### src/rtl/clint_responder_if.sv
// Core load/store bus as seen by the CLINT target: valid/ready handshake,
// address, write data with byte strobes, and registered read data.
interface clint_responder_if;
    logic        mem_valid;
    logic        mem_ready;
    logic [31:0] mem_addr;
    logic [31:0] mem_wdata;
    logic [3:0]  mem_wstrb;
    logic [31:0] mem_rdata;

    modport master (
        output mem_valid, mem_addr, mem_wdata, mem_wstrb,
        input  mem_ready, mem_rdata
    );

    modport slave (
        input  mem_valid, mem_addr, mem_wdata, mem_wstrb,
        output mem_ready, mem_rdata
    );
endinterface

### src/rtl/clint_responder.sv
// Machine timer / software-interrupt block (CLINT subset) on the core bus.
// IRQ7 = registered (mtime >= mtimecmp), IRQ3 = msip[0].
module clint_responder #(
    parameter logic [31:0] BASE_ADDR = 32'h0200_0000,
    parameter int unsigned TICK_DIV  = 1
) (
    input  logic                clk,
    input  logic                resetn,
    clint_responder_if.slave    bus,
    output logic                IRQ3,
    output logic                IRQ7
);

    typedef enum logic {IDLE, ACK} state_t;

    localparam logic [15:0] PRESC_MAX = 16'(TICK_DIV - 1);
    localparam logic [31:0] WIN_SIZE  = 32'h0000_C000;

    localparam logic [13:0] W_MSIP   = 14'h0000;
    localparam logic [13:0] W_CMP_LO = 14'h1000;
    localparam logic [13:0] W_CMP_HI = 14'h1001;
    localparam logic [13:0] W_MT_LO  = 14'h2FFE;
    localparam logic [13:0] W_MT_HI  = 14'h2FFF;

    state_t      state_q, state_d;
    logic [15:0] presc_q, presc_d;
    logic [63:0] mtime_q, mtime_d;
    logic [63:0] mtimecmp_q, mtimecmp_d;
    logic        msip_q, msip_d;
    logic [31:0] rdata_q, rdata_d;
    logic        irq7_q, irq7_d;

    logic [31:0] offset;
    logic [13:0] word;
    logic        sel;
    logic        access;
    logic        wr;
    logic        tick;
    logic [31:0] rd_val;

    function automatic logic [31:0] merge_bytes(
        input logic [31:0] old_val,
        input logic [31:0] new_val,
        input logic [3:0]  strb
    );
        logic [31:0] res;
        res = old_val;
        for (int unsigned i = 0; i < 4; i++) begin
            if (strb[i]) res[8*i +: 8] = new_val[8*i +: 8];
        end
        return res;
    endfunction

    always_comb begin
        offset = bus.mem_addr - BASE_ADDR;
        word   = offset[15:2];
        sel    = bus.mem_valid && (offset < WIN_SIZE);
        access = (state_q == IDLE) && sel;
        wr     = access && (bus.mem_wstrb != 4'b0000);
        tick   = (presc_q == PRESC_MAX);
    end

    always_comb begin
        rd_val = '0;
        case (word)
            W_MSIP:   rd_val = {31'b0, msip_q};
            W_CMP_LO: rd_val = mtimecmp_q[31:0];
            W_CMP_HI: rd_val = mtimecmp_q[63:32];
            W_MT_LO:  rd_val = mtime_q[31:0];
            W_MT_HI:  rd_val = mtime_q[63:32];
            default:  rd_val = '0;
        endcase
    end

    always_comb begin
        state_d    = state_q;
        presc_d    = tick ? '0 : presc_q + 16'd1;
        mtime_d    = mtime_q;
        mtimecmp_d = mtimecmp_q;
        msip_d     = msip_q;
        rdata_d    = rdata_q;
        irq7_d     = (mtime_q >= mtimecmp_q);

        case (state_q)
            IDLE: begin
                if (sel) begin
                    state_d = ACK;
                    rdata_d = rd_val;
                end
            end
            ACK:     state_d = IDLE;
            default: state_d = IDLE;
        endcase

        // A write to either mtime half replaces that cycle's tick entirely.
        if (tick) mtime_d = mtime_q + 64'd1;

        if (wr) begin
            case (word)
                W_MSIP: begin
                    if (bus.mem_wstrb[0]) msip_d = bus.mem_wdata[0];
                end
                W_CMP_LO: mtimecmp_d[31:0] =
                    merge_bytes(mtimecmp_q[31:0], bus.mem_wdata, bus.mem_wstrb);
                W_CMP_HI: mtimecmp_d[63:32] =
                    merge_bytes(mtimecmp_q[63:32], bus.mem_wdata, bus.mem_wstrb);
                W_MT_LO: mtime_d = {mtime_q[63:32],
                    merge_bytes(mtime_q[31:0], bus.mem_wdata, bus.mem_wstrb)};
                W_MT_HI: mtime_d = {
                    merge_bytes(mtime_q[63:32], bus.mem_wdata, bus.mem_wstrb),
                    mtime_q[31:0]};
                default: ;
            endcase
        end
    end

    always_ff @(posedge clk or negedge resetn) begin
        if (!resetn) begin
            state_q    <= IDLE;
            presc_q    <= '0;
            mtime_q    <= '0;
            mtimecmp_q <= '1;
            msip_q     <= 1'b0;
            rdata_q    <= '0;
            irq7_q     <= 1'b0;
        end else begin
            state_q    <= state_d;
            presc_q    <= presc_d;
            mtime_q    <= mtime_d;
            mtimecmp_q <= mtimecmp_d;
            msip_q     <= msip_d;
            rdata_q    <= rdata_d;
            irq7_q     <= irq7_d;
        end
    end

    assign bus.mem_ready = (state_q == ACK);
    assign bus.mem_rdata = rdata_q;
    assign IRQ3          = msip_q;
    assign IRQ7          = irq7_q;

endmodule

### src/flat_wrapper.sv
// flat-port wrapper written by rule: the top's interface ports become plain ports
module clint_responder_flat 
#(
    parameter logic [31:0] BASE_ADDR = 32'h0200_0000,
    parameter int unsigned TICK_DIV  = 1
)
  (clk, resetn, IRQ3, IRQ7, bus_mem_valid, bus_mem_addr, bus_mem_wdata, bus_mem_wstrb, bus_mem_ready, bus_mem_rdata);
  clint_responder_if bus_i ();
  input  logic clk;
  input  logic resetn;
  output logic IRQ3;
  output logic IRQ7;
  input wire logic [$bits(bus_i.mem_valid)-1:0] bus_mem_valid;
  input wire logic [$bits(bus_i.mem_addr)-1:0] bus_mem_addr;
  input wire logic [$bits(bus_i.mem_wdata)-1:0] bus_mem_wdata;
  input wire logic [$bits(bus_i.mem_wstrb)-1:0] bus_mem_wstrb;
  output wire logic [$bits(bus_i.mem_ready)-1:0] bus_mem_ready;
  output wire logic [$bits(bus_i.mem_rdata)-1:0] bus_mem_rdata;
  assign bus_i.mem_valid = bus_mem_valid;
  assign bus_i.mem_addr = bus_mem_addr;
  assign bus_i.mem_wdata = bus_mem_wdata;
  assign bus_i.mem_wstrb = bus_mem_wstrb;
  assign bus_mem_ready = bus_i.mem_ready;
  assign bus_mem_rdata = bus_i.mem_rdata;
  clint_responder #(.BASE_ADDR(BASE_ADDR), .TICK_DIV(TICK_DIV)) u_core (.clk(clk), .resetn(resetn), .bus(bus_i), .IRQ3(IRQ3), .IRQ7(IRQ7));
endmodule
### config.mk
export PLATFORM = sky130hd
export DESIGN_NAME = clint_responder_flat
export DESIGN_NICKNAME = d
export VERILOG_FILES = /design/src/rtl/clint_responder_if.sv /design/src/rtl/clint_responder.sv /design/src/flat_wrapper.sv
export SDC_FILE = /design/constraint.sdc
export NUM_CORES = 1
export LEC_CHECK = 0
export ABC_AREA = 1
export CORE_ASPECT_RATIO = 2
export CORE_MARGIN = 5
export CORE_UTILIZATION = 44
export DETAILED_ROUTE_END_ITERATION = 10
export GPL_TIMING_DRIVEN = 0
export PLACE_DENSITY = 0.66
export SYNTH_ARGS = -nofsm -noshare
export SYNTH_HDL_FRONTEND = slang
export SYNTH_SLANG_ARGS = --single-unit
### constraint.sdc
create_clock -name clk -period 4.01 [get_ports clk]
set_input_delay 1.0025 -clock clk [delete_from_list [all_inputs] [get_ports clk]]
set_output_delay 1.0025 -clock clk [all_outputs]
set_load 0.005 [all_outputs]
==> results, run 1 <==
- Of the post-synthesis cell area, the dominant cell type holds 0.233.
- The initial antenna violation count came to 0.
- Together, buffers and inverters on the worst path number 2.
- The total power per unit cell area is roughly 260 nW/um^2.
- The die covers 31700 sq um.
- The cell area that synthesis handed to floorplanning was 12300 sq um.
- Tracing the worst setup path back leads to its startpoint at bus_mem_addr[11].
- In this run the mean area of a mapped cell was 7.15 sq um.
- The count of buffers added by post-CTS timing repair for setup is 0.
- The number of endpoints failing setup at the final stage is 0.
- Adding up every negative setup slack in the final design gives 0 ns.
- The chip width is 128 um.
- The detailed router finished its first iteration with between 1000 and 1500 violations.
- By instance count, the cell type seen most on the critical path is sky130_fd_sc_hd__nand2_1.
- After clock tree synthesis, the clock-pin slew on the worst setup and hold paths is 0.07 ns.
- In this run the deepest clock path goes through 2 buffers.
- The cell family with the largest share of critical-path delay is simple AND/OR/NAND/NOR gates.
- The number of nets in the synthesized netlist is 1865.
- sky130_fd_sc_hd__dfrtp_1 takes more of the synthesized area than any other cell.
- The H-tree generated during clock tree synthesis spans 4 levels.
- The global routing's busiest layer is met2.
- Prior to clock tree synthesis, the placed netlist has a worst setup slack of 0.0218 ns.
- The number of hold-slack violations in the final timing report came to 0.
- Among all cell types in the netlist, the one instantiated most often is sky130_fd_sc_hd__nand2_1.
- The destination of the critical timing path is u_core.bus.mem_rdata[24]$_DFFE_PN0P_.
- The number of nets in the final layout is 1987.
- At the worst endpoint, the required time is 4.41 ns.
- The routed length per instance is 21.8 um.
- The wire length after detailed routing is 48100 um.
- The global-route track usage on met2 is 0.546.
- The end of the worst register-to-register path is u_core.mtime_q[56]$_DFFE_PN0P_.
- The fraction of layout instances using a drive strength above 1 is 0.0801.
- The detailed router placed 12582 vias in this run.
- The relative max-transition margin is 0.190.
- The worst register-to-register path begins at u_core.mtime_q[31]$_DFFE_PN0P_.
- In this run, synthesis inferred 0 flip-flops with an integrated enable.
- The share of synthesized area occupied by flip-flops and latches is 0.369.
- The leakage power figure is 6.40 nW.
- In this run, distinct cell masters in the synthesized netlist total 47.
- The setup slack of the most critical reg-to-reg path is between 1 and 1.5 ns.
- The clock latency of the later-clocked register in the worst-skew pair is 0.46 ns.
- For the pin with the worst max-slew slack, the measured transition is 1.20 ns.
- Sorting the synthesized cells by how often they occur yields 466 x sky130_fd_sc_hd__nand2_1, 238 x sky130_fd_sc_hd__inv_1, 155 x sky130_fd_sc_hd__nor2_1, 126 x sky130_fd_sc_hd__nand3_1, 115 x sky130_fd_sc_hd__dfrtp_1.
- The worst setup skew after layout is approximately 0.012 ns.
- The dominant register cell in the synthesized netlist is sky130_fd_sc_hd__dfrtp_1.
- The first-pass GRT wire length is ~73000 um.
- For this run, asynchronously set or reset flops after synthesis account for 1.00.
- Across every metal layer, demand over resource in global routing totals 0.310.
- Dividing the final minimum period by the clock period gives 0.879.
- The number of global-route vias before repair was 12594.
- The remaining global-route overflow is 0.
- The cell count after placement is 2181.
- The data arrival time at the worst-slack endpoint is slightly below 4 ns.
- After layout, the design draws a total of 3.76 mW.
- The final weighted congestion in routability-driven placement is 1.08.
- The kind of capture point of the worst setup path is a flip-flop.
- The remaining routing DRC violations is 0.
- The CTS tree is yes.
- After synthesis, the cell types taking the most area are sky130_fd_sc_hd__dfrtp_1 23%, sky130_fd_sc_hd__nand2_1 14%, sky130_fd_sc_hd__dfstp_2 14%, sky130_fd_sc_hd__inv_1 7.2%, sky130_fd_sc_hd__ha_1 6.9%.
- The logic depth of the worst register-to-register path is 9.
- During synthesis, Yosys emitted a total of 0 warnings.
- The final period demand of the worst path is 3.52 ns.
- The clock root buffer is sky130_fd_sc_hd__clkbuf_16.
- The number of pins exceeding their max-slew limit in the final report is 0.
- The post-synthesis to final-layout area growth is 17.1%.
- The total number of placement rows is between 80 and 90.
- For this run, the top clock speed supported by timing is 284 MHz.
- The maximum vdd ir drop is 0.323 mV.
- The gate count of the mapped netlist is between 1500 and 2000.
- The vias per cell is 5.69.
- Excluding fillers, the count of instances in the completed layout stands at 2213.
- The floorplan step defined a core boundary enclosing about 28000 sq um.
- The class of the most critical setup path is in -> reg.
- The number of I/O pins is 106.
- Setup repair after global routing left no endpoint under its margin.
- For this configuration, the core starts out at a cell density of 0.446.
- The number of antenna-violating nets in the routed design is 0.
- Across the run, the number of max-cap violations was 0.
- The detailed placer's ending HPWL is between 30000 and 40000 um.
- The number of logic stages on the critical path including buffering is 11.
- The post-CTS resize count is 0.
- Port buffering added slightly above 100 buffers.
- The CTS buffer count is 17.
- The run finished with clean final reports.
- The synthesized flop and latch total is between 150 and 200.
- In this design, the stage delay of the slowest critical-path cell is about 0.63 ns.
- The height of the chip is 247 um.
- The tightest min-delay check is of the reg -> reg type.
- The global routing usage on met3 is 0.0370.
- Entering global routing, the biggest net connects 94 pins.
- The nature of the critical path startpoint is a primary input.
- Walking the worst path, the cells encountered are clkdlybuf4s50_1, nor2_1, nand3_1, nor3_1, nand3_1, nand2_1, nor3_1, nor2_1, clkbuf_1, nand2_1, nand2_1.
- The met1 track demand over resource in global routing is 0.316.
- The quantity of hold-fixing buffers added after cts is 0.
- The highest-delay cell along the critical path is sky130_fd_sc_hd__clkbuf_1.
- The worst hold margin is around 0.48 ns.
- The worst-case setup margin in the final layout is 0.486 ns.
- In this run the worst path has a maximum fanout of 10.
- The final antenna diode count is 0.
- The first detailed-routing pass ran for 5 iterations.
- The clock net in this run drives a total of approximately 180 sinks.
[layout make-up]
class,instances,area [sq um]
plain buffers,44,185
clock buffers,23,499
clock inverters,9,118
fillers,2736,13200
inverters,249,935
multi-input cells,1254,6660
flip-flops and latches,179,4560
well taps,352,440
repair buffers,103,1050
[power by group]
part           switching [mW]  total, mW  internal, mW
Combinational           0.102      0.175        0.0722
Clock                   0.762       1.77          1.01
Sequential          0.0000119       1.81          1.81
[worst min-delay path, delay by kind of cell, from the launching register on]
kind	cells	cell delay (ns)
DFF	1	0.34
and+or+nand+nor	2	0.10
[flip-flops by register name, summed over array words and instances, names as in the netlist]
signal,count
u_core.bus.mem_ready,1
u_core.mtimecmp_q,64
u_core.IRQ3,1
u_core.bus.mem_rdata,32
u_core.mtime_q,64
u_core.IRQ7,1
u_core.presc_q,16
[worst min path at each step]
stage                                          from                                   end  slack, ns  depth (start not counted)
6_report       u_core.bus.mem_rdata[16]$_DFFE_PN0P_  u_core.bus.mem_rdata[16]$_DFFE_PN0P_       0.48                          2
5_1_grt                 u_core.presc_q[0]$_DFF_PN0_           u_core.presc_q[0]$_DFF_PN0_       0.51                          1
4_1_cts        u_core.bus.mem_rdata[29]$_DFFE_PN0P_  u_core.bus.mem_rdata[29]$_DFFE_PN0P_       0.49                          2
3_5_place_dp   u_core.bus.mem_rdata[31]$_DFFE_PN0P_  u_core.bus.mem_rdata[31]$_DFFE_PN0P_       0.46                          2
3_3_place_gp   u_core.bus.mem_rdata[15]$_DFFE_PN0P_  u_core.bus.mem_rdata[15]$_DFFE_PN0P_       0.46                          2
2_1_floorplan           u_core.presc_q[0]$_DFF_PN0_           u_core.presc_q[0]$_DFF_PN0_       0.45                          1
[through the flow]
step / cell area [sq um] / util
after global routing: 14500 / 0.523
after global placement: 13800 / 0.499
after CTS: 14500 / 0.523
after floorplan: 12300 / -
final: 14500 / 0.523
after detailed placement: 13800 / 0.500
[per-layer routing]
layer / share of wire / vias up
li1: - / 5928
met3: 0.052 / 208
met1: 0.34 / 5939
met4: 0.10 / 0
met2: 0.51 / 507
met5: 0 / -
[cells in the final DEF, fill, tap and decap left out, drive strengths merged, types with 4 or more instances in the layout]
cell,n
clkdlybuf4s50,101
o21ai,110
nand2,474
clkinv,5
a22oi,32
xnor2,10
xor2,30
nor3,44
dfstp,64
dfrtp,115
clkbuf,58
o211ai,52
nor2,167
a21oi,54
nand3b,7
nand3,129
inv,251
buf,11
nor4,5
o221ai,4
nand4,51
ha,68
[cell families after synthesis]
logic type               after synthesis  synth area share
multiplexers                           1          0.000811
AO/OA/AOI/OAI                        262             0.128
flip-flops                           179             0.369
XOR/XNOR                              40            0.0284
adder cells (fa/ha/maj)               68            0.0690
buffers and inverters                293            0.0908
AND/OR/NAND/NOR                      883             0.313
No activity file was read; power rests on OpenSTA's default activity.
==> run 2: changes to the inputs <==
--- a/config.mk
+++ b/config.mk
@@ -10,8 +10,9 @@
 export CORE_MARGIN = 5
 export CORE_UTILIZATION = 44
 export DETAILED_ROUTE_END_ITERATION = 10
+export DONT_BUFFER_PORTS = 1
 export GPL_TIMING_DRIVEN = 0
-export PLACE_DENSITY = 0.66
+export PLACE_DENSITY = 0.62
 export SYNTH_ARGS = -nofsm -noshare
 export SYNTH_HDL_FRONTEND = slang
 export SYNTH_SLANG_ARGS = --single-unit
==> results, run 2 (synthesis results as in run 1) <==
- Outcome: finished, final reports clean (unchanged).
- The number of nets in the final layout is 1884 (was 1987).
- The data arrival time at the worst-slack endpoint was 3.51 ns (was 3.93 ns).
- The initial DRC count came to 782 (was 1135).
- The vias per cell was 5.63 (was 5.69).
- The number of sinks handled by clock tree synthesis is 179 (unchanged).
- The level count of the clock H-tree is 4 (unchanged).
- The highest achievable clock rate came to 321 MHz (was 284 MHz).
- The worst hold margin is 0.235 ns (was 0.481 ns).
- The final period demand of the worst path is 3.11 ns (was 3.52 ns).
- The kind of capture point of the worst setup path is a flip-flop (unchanged).
- The placed cell area is 12800 sq um (was 13800 sq um).
- The post-CTS resize count is 0 (unchanged).
- The clock network power share is 0.472 (about the same).
- The number of endpoints failing setup at the final stage is 0 (unchanged).
- The fraction of layout instances using a drive strength above 1 is 0.0836 (was 0.0801).
- The worst-case setup margin in the final layout is 0.899 ns (was 0.486 ns).
- The max-capacitance violation count is 0 (unchanged).
- The area of combinational cells with multiple inputs is 6660 sq um (unchanged).
- The deepest clock path buffer count was 2 (unchanged).
- The maximum vdd ir drop is 0.275 mV (was 0.323 mV).
- The chip width is 128 um (unchanged).
- The number of pins exceeding their max-slew limit in the final report is 0 (unchanged).
- The worst setup skew after layout is 0.0122 ns (was 0.0117 ns).
- The launching point of the worst reg2reg path is u_core.mtime_q[13]$_DFFE_PN0P_ (was u_core.mtime_q[31]$_DFFE_PN0P_).
- The part of the power in combinational logic is 0.014 (was 0.046).
- The final weighted congestion in routability-driven placement is 1.08 (about the same).
- The total of fill cells in the finished design is 2906 (was 2736).
- The register share of total power is 0.514 (was 0.481).
- The count of buffers added by post-CTS timing repair for setup is 0 (unchanged).
- The first-pass GRT wire length is 71300 um (was 72600 um).
- The leakage power figure is 5.98 nW (was 6.40 nW).
- The logic depth of the worst register-to-register path was 9 (unchanged).
- The cell count after placement came to 2078 (was 2181).
- The number of antenna-violating nets in the routed design is 0 (unchanged).
- The worst-margin pin slew is 1.24 ns (was 1.20 ns).
- The switching share of power is 0.229 (was 0.230).
- The total number of placement rows is 86 (unchanged).
- The sequential cell area in the final layout is 4560 sq um (unchanged).
- The internal power component is 2.71 mW (was 2.89 mW).
- The number of I/O pins is 106 (unchanged).
- The quantity of hold-fixing buffers added after cts came to 0 (unchanged).
- The final setup TNS is 0 ns (unchanged).
- The routed length per instance came to 22.9 um (was 21.8 um).
- The commonest non-fill, non-tap cell in the layout is sky130_fd_sc_hd__nand2_1 (unchanged).
- The data required time of the critical path came to 4.41 ns (about the same).
- The number of global-route vias before repair came to 12002 (was 12594).
- The global-route usage over all layers is 0.308 (was 0.310).
- The final cell count without fillers came to 2110 (was 2213).
- The area enclosed by the die boundary is 31700 sq um (unchanged).
- RSZ-0062 raised after global routing: no (unchanged).
- The share of the clock period used by the worst path after layout is 0.776 (was 0.879).
- The post-synthesis to final-layout area growth is 8.15% (was 17.1%).
- The clock root buffer is sky130_fd_sc_hd__clkbuf_16 (unchanged).
- The number of hold-slack violations in the final timing report is 0 (unchanged).
- The detailed placer's ending HPWL is 38300 um (was 38400 um).
- The CTS buffer count is 17 (unchanged).
- The number of I/O port buffers is 0 (was 102).
- The final antenna diode count is 0 (unchanged).
- The class of the most critical setup path is in -> reg (unchanged).
- The wire length after detailed routing is 48300 um (was 48100 um).
- The nature of the critical path startpoint is a primary input (unchanged).
- The largest fanout of any net on the critical path came to 10 (unchanged).
- The net load switching power is 806 uW (was 864 uW).
- The via count was 11870 (was 12582).
- The clock-pin slew on the worst setup and hold paths is 0.07 ns (about the same).
- The core outline area came to 27700 sq um (unchanged).
- The pin count of the biggest net entering global routing is 180 (was 94).
- The remaining routing DRC violations is 0 (unchanged).
- The initial antenna violation count came to 0 (unchanged).
- The number of search-and-repair iterations in the first detailed-routing pass is 7 (was 5).
- The setup slack at placement came to 0.460 ns (was 0.0218 ns).
- The relative max-transition margin is 0.167 (was 0.190).
- The initial core utilization came to 0.446 (unchanged).
- Most frequent cells in the layout: 466 x sky130_fd_sc_hd__nand2_1, 238 x sky130_fd_sc_hd__inv_1, 155 x sky130_fd_sc_hd__nor2_1, 126 x sky130_fd_sc_hd__nand3_1, 115 x sky130_fd_sc_hd__dfrtp_1 (unchanged).
- The final instance area came to 13300 sq um (was 14500 sq um).
- The launch point of the critical path is bus_mem_addr[13] (was bus_mem_addr[11]).
- The clock latency of the later-clocked register in the worst-skew pair is 0.47 ns (was 0.46 ns).
- The end of the worst register-to-register path is u_core.mtime_q[57]$_DFFE_PN0P_ (was u_core.mtime_q[56]$_DFFE_PN0P_).
- The total power per unit cell area is 264 nW/um^2 (was 260 nW/um^2).
- The CTS tree is yes (unchanged).
- The height of the chip is 247 um (unchanged).
- The total power consumption of the routed design is 3.52 mW (was 3.76 mW).
- The setup slack of the most critical reg-to-reg path came to 1.07 ns (about the same).
- The remaining global-route overflow is 0 (unchanged).
- The class of the tightest hold or removal check was in -> async (was reg -> reg).
- The share of the core filled with cells was 0.483 (was 0.523).
-- run 2: cell types whose count changed in the layout (fill, tap and decap cells not counted) --
cell                              previous run  this run
sky130_fd_sc_hd__bufinv_16                   2         1
sky130_fd_sc_hd__inv_8                       0         1
sky130_fd_sc_hd__clkbuf_16                  18        17
sky130_fd_sc_hd__clkinv_2                    1         4
sky130_fd_sc_hd__buf_8                       1         0
sky130_fd_sc_hd__clkbuf_8                    3         2
sky130_fd_sc_hd__inv_6                       2         1
sky130_fd_sc_hd__clkdlybuf4s50_1           101         0
sky130_fd_sc_hd__buf_16                      1         0
-- run 2: cell type report --
| cell class | instances | share of cell area |
|---|---|---|
| clock buffers | 21 | 0.0345 |
| plain buffers | 44 | 0.0139 |
| well taps | 352 | 0.0330 |
| clock inverters | 11 | 0.00788 |
| multi-input cells | 1254 | 0.499 |
| inverters | 249 | 0.0700 |
| flip-flops and latches | 179 | 0.342 |
-- run 2: worst max path at each step --
stage	endpoint	slack, ns
2_1_floorplan	u_core.mtime_q[10]$_DFFE_PN0P_	1.26
3_3_place_gp	u_core.bus.mem_rdata[22]$_DFFE_PN0P_	0.45
3_5_place_dp	u_core.bus.mem_rdata[24]$_DFFE_PN0P_	0.46
4_1_cts	u_core.bus.mem_rdata[24]$_DFFE_PN0P_	0.94
5_1_grt	u_core.bus.mem_rdata[25]$_DFFE_PN0P_	0.68
6_report	u_core.bus.mem_rdata[24]$_DFFE_PN0P_	0.90
-- run 2: routing by layer --
metal | wire, um | vias to the layer above | global-route usage
met3 | 2470 | 171 | 0.0536
li1 | - | 5711 | -
met2 | 25300 | 380 | 0.556
met4 | 4600 | 0 | 0.250
met1 | 15900 | 5608 | 0.298
met5 | 0 | - | 0
-- run 2: worst max-delay path, cell delays in order --
cell and delay (ns):
sky130_fd_sc_hd__inv_1 0.07, sky130_fd_sc_hd__nand3_1 0.10, sky130_fd_sc_hd__nor3_1 0.31, sky130_fd_sc_hd__nand3_1 0.41
sky130_fd_sc_hd__nand2_1 0.15, sky130_fd_sc_hd__nor3_1 0.05, sky130_fd_sc_hd__nor2_1 0.53, sky130_fd_sc_hd__clkbuf_1 0.66
sky130_fd_sc_hd__nand2_1 0.14, sky130_fd_sc_hd__nand2_1 0.09
-- run 2: power by group through the flow --
stage / sequential [mW] / clock, mW / combinational [mW]
after global placement: 1.84 / 0 / 0.0472
final: 1.81 / 1.66 / 0.0489
after global routing: 1.81 / 1.77 / 0.0542
after CTS: 1.81 / 1.69 / 0.0488
after detailed placement: 1.84 / 0 / 0.0486
after floorplan: 1.84 / 0 / 0.0343
==> run 3: changes to the inputs <==
==> constraint.sdc (replaced) <==
create_clock -name clk -period 2.9 [get_ports clk]
set_input_delay 0.725 -clock clk [delete_from_list [all_inputs] [get_ports clk]]
set_output_delay 0.725 -clock clk [all_outputs]
set_load 0.005 [all_outputs]
==> results, run 3 (synthesis results as in run 1) <==
- The deepest clock path buffer count is 2 (unchanged).
- The cell family with the largest share of critical-path delay is simple AND/OR/NAND/NOR gates (unchanged).
- The worst hold margin is -0.0452 ns (was 0.235 ns).
- The cell count after placement is 2078 (unchanged).
- The number of pins exceeding their max-slew limit in the final report is 0 (unchanged).
- The class of the most critical setup path is reg -> reg (was in -> reg).
- The initial DRC count was 811 (was 782).
- Cell breakdown of the critical path: nand2_1, nor2_1, inv_1, nor3_1, nand4_1, nor2_1, nand2_1, nand2_1, nand2_1, nand2_1, nand3_1 (was inv_1, nand3_1, nor3_1, nand3_1, nand2_1, nor3_1, nor2_1, clkbuf_1, nand2_1, nand2_1).
- The largest fanout of any net on the critical path is 7 (was 10).
- The logic depth of the worst register-to-register path is 11 (was 9).
- The worst setup skew after layout was 0.0116 ns (was 0.0122 ns).
- Outcome: finished with violations (was finished, final reports clean).
- The total of fill cells in the finished design is 2905 (was 2906).
- The number of nets in the final layout came to 1884 (unchanged).
- The final cell count without fillers is 2111 (was 2110).
- The initial antenna violation count is 0 (unchanged).
- The number of endpoints failing setup at the final stage is 0 (unchanged).
- The end of the worst register-to-register path is u_core.mtime_q[48]$_DFFE_PN0P_ (was u_core.mtime_q[57]$_DFFE_PN0P_).
- RSZ-0062 raised after global routing: no (unchanged).
- The number of I/O port buffers is 0 (unchanged).
- The CTS buffer count is 17 (unchanged).
- The maximum vdd ir drop is 0.385 mV (was 0.275 mV).
- The max-capacitance violation count was 0 (unchanged).
- The number of hold-slack violations in the final timing report is 79 (was 0).
- The core outline area was 27700 sq um (unchanged).
- The leakage power figure is 5.98 nW (about the same).
- The CTS tree is yes (unchanged).
- The total power per unit cell area is 365 nW/um^2 (was 264 nW/um^2).
- The post-synthesis to final-layout area growth is 8.30% (was 8.15%).
- The area enclosed by the die boundary came to 31700 sq um (unchanged).
- The routed length per instance came to 22.8 um (was 22.9 um).
- The number of logic stages on the critical path including buffering is 11 (was 10).
- The clock latency of the later-clocked register in the worst-skew pair was 0.47 ns (about the same).
- The remaining routing DRC violations came to 0 (unchanged).
- The wire length after detailed routing is 48200 um (was 48300 um).
- The number of antenna-violating nets in the routed design is 0 (unchanged).
- The class of the tightest hold or removal check is in -> async (unchanged).
- The setup slack of the most critical reg-to-reg path was 0.06 ns (was 1.07 ns).
- The number of global-route vias before repair is 12004 (was 12002).
- The highest-delay cell along the critical path was sky130_fd_sc_hd__nor3_1 (was sky130_fd_sc_hd__clkbuf_1).
- The chip width is 128 um (unchanged).
- The height of the chip is 247 um (unchanged).
- The internal power component is 3.75 mW (was 2.71 mW).
- The sequential cell area in the final layout is 4560 sq um (unchanged).
- The number of I/O pins is 106 (unchanged).
- The data required time of the critical path is 3.25 ns (was 4.41 ns).
- The area of combinational cells with multiple inputs was 6680 sq um (was 6660 sq um).
- The relative max-transition margin is 0.145 (was 0.167).
- The kind of capture point of the worst setup path is a flip-flop (unchanged).
- The launch point of the critical path is u_core.mtime_q[31]$_DFFE_PN0P_ (was bus_mem_addr[13]).
- The via count is 11878 (was 11870).
- The clock network power share is 0.473 (was 0.472).
- Static timing analysis puts the maximum clock frequency at 352 MHz.
- The global-route usage over all layers was 0.308 (about the same).
- The switching share of power is 0.230 (was 0.229).
- The level count of the clock H-tree is 4 (unchanged).
- The checks that failed: hold timing.
- The stage delay of the slowest cell on the critical path is 0.56 ns (was 0.66 ns).
- The data arrival time at the worst-slack endpoint is 3.18 ns (was 3.51 ns).
- The total number of placement rows came to 86 (unchanged).
- The net load switching power was 1.12 mW (was 806 uW).
- The worst-margin pin slew is 1.27 ns (was 1.24 ns).
- The register share of total power is 0.513 (was 0.514).
- The clock-pin slew on the worst setup and hold paths is 0.07 ns (about the same).
- The launching point of the worst reg2reg path is u_core.mtime_q[31]$_DFFE_PN0P_ (was u_core.mtime_q[13]$_DFFE_PN0P_).
- The most frequent cell on the critical path is sky130_fd_sc_hd__nand2_1 (unchanged).
- The fraction of layout instances using a drive strength above 1 is 0.0853 (was 0.0836).
- The part of the power in combinational logic is 0.014 (about the same).
- The number of sinks handled by clock tree synthesis is 179 (unchanged).
- The first-pass GRT wire length came to 71400 um (was 71300 um).
- The commonest non-fill, non-tap cell in the layout is sky130_fd_sc_hd__nand2_1 (unchanged).
- Most frequent cells in the layout: 465 x sky130_fd_sc_hd__nand2_1, 238 x sky130_fd_sc_hd__inv_1, 154 x sky130_fd_sc_hd__nor2_1, 126 x sky130_fd_sc_hd__nand3_1, 115 x sky130_fd_sc_hd__dfrtp_1 (was 466 x sky130_fd_sc_hd__nand2_1, 238 x sky130_fd_sc_hd__inv_1, 155 x sky130_fd_sc_hd__nor2_1, 126 x sky130_fd_sc_hd__nand3_1, 115 x sky130_fd_sc_hd__dfrtp_1).
- The clock root buffer is sky130_fd_sc_hd__clkbuf_16 (unchanged).
- The remaining global-route overflow is 0 (unchanged).
- The number of search-and-repair iterations in the first detailed-routing pass is 7 (unchanged).
- The final weighted congestion in routability-driven placement is 1.08 (unchanged).
- The nature of the critical path startpoint is a flip-flop (was primary input).
- The share of the clock period used by the worst path after layout is 0.979.
- The vias per cell is 5.63 (about the same).
- The pin count of the biggest net entering global routing is 180 (unchanged).
- The detailed placer's ending HPWL is 38300 um (unchanged).
- The initial core utilization came to 0.446 (unchanged).
- The destination of the critical timing path is u_core.mtime_q[48]$_DFFE_PN0P_ (was u_core.bus.mem_rdata[24]$_DFFE_PN0P_).
- The smallest clock period supported by the final layout is computed as 2.84 ns.
- The total buffers and inverters traversed by the critical path is 1 (was 2).
## run 3: how the worst min path moves through the flow
stage,cells after the start,endpoint,slack (ns),start
6_report,0,u_core.IRQ3$_DFFE_PN0P_,-0.05,resetn
2_1_floorplan,0,u_core.IRQ3$_DFFE_PN0P_,0.43,resetn
3_5_place_dp,0,u_core.IRQ3$_DFFE_PN0P_,0.44,resetn
4_1_cts,0,u_core.IRQ3$_DFFE_PN0P_,-0.06,resetn
3_3_place_gp,0,u_core.IRQ3$_DFFE_PN0P_,0.44,resetn
5_1_grt,0,u_core.IRQ3$_DFFE_PN0P_,-0.06,resetn
## run 3: area by class of cell
type / instances / share of cell area
antenna: 1 / 0.000187
multi-input combinational: 1254 / 0.499
clock inverter: 11 / 0.00786
inverter: 249 / 0.0699
tap: 352 / 0.0330
clock buffer: 21 / 0.0345
buffer: 44 / 0.0139
sequential: 179 / 0.341
## run 3: power groups by stage
stage               Sequential (mW)  Combinational (mW)  Clock [mW]
finish                         2.50              0.0678        2.31
floorplan                      2.54              0.0474           0
global placement               2.54              0.0653           0
CTS                            2.50              0.0675        2.34
global route                   2.50              0.0750        2.44
detailed placement             2.54              0.0672           0
## run 3: metrics by stage
step | cell area [sq um] | setup TNS, ns | power, mW | utilization | setup WS, ns
final | 13400 | 0 | 4.88 | 0.483 | 0.0623
after global routing | 13400 | 0 | 5.02 | 0.483 | 0.0117
after CTS | 13400 | 0 | 4.91 | 0.483 | 0.0896
after detailed placement | 12800 | -20.73 | 2.61 | 0.462 | -0.373
after global placement | 12800 | -20.07 | 2.61 | 0.462 | -0.386
after floorplan | 12300 | 0 | 2.59 | - | 0.426
## run 3: what timing repair did
item,4_1_cts,5_1_grt
setup endpoints to repair,1,22
resized for setup,1,5
pin swaps,0,0
hold endpoints to repair,115,115
gates cloned,0,0
setup buffers,0,0
## run 3: layer usage
metal  vias up  GRT usage  wire (um)  share of wire
li1       5715          -          -              -
met1      5615      0.298      16100           0.33
met2       377      0.556      25200           0.52
met3       171     0.0536       2390          0.049
met4         0      0.250       4540          0.094
met5         -          0          0              0
## run 3: worst register-to-register path, stage by stage (launching register included)
cell,delay (ns)
sky130_fd_sc_hd__dfrtp_1,0.51
sky130_fd_sc_hd__nand2_1,0.20
sky130_fd_sc_hd__nor2_1,0.23
sky130_fd_sc_hd__inv_1,0.08
sky130_fd_sc_hd__nor3_1,0.56
sky130_fd_sc_hd__nand4_1,0.28
sky130_fd_sc_hd__nor2_1,0.51
sky130_fd_sc_hd__nand2_1,0.10
sky130_fd_sc_hd__nand2_1,0.08
sky130_fd_sc_hd__nand2_1,0.05
sky130_fd_sc_hd__nand2_1,0.05
sky130_fd_sc_hd__nand3_1,0.06
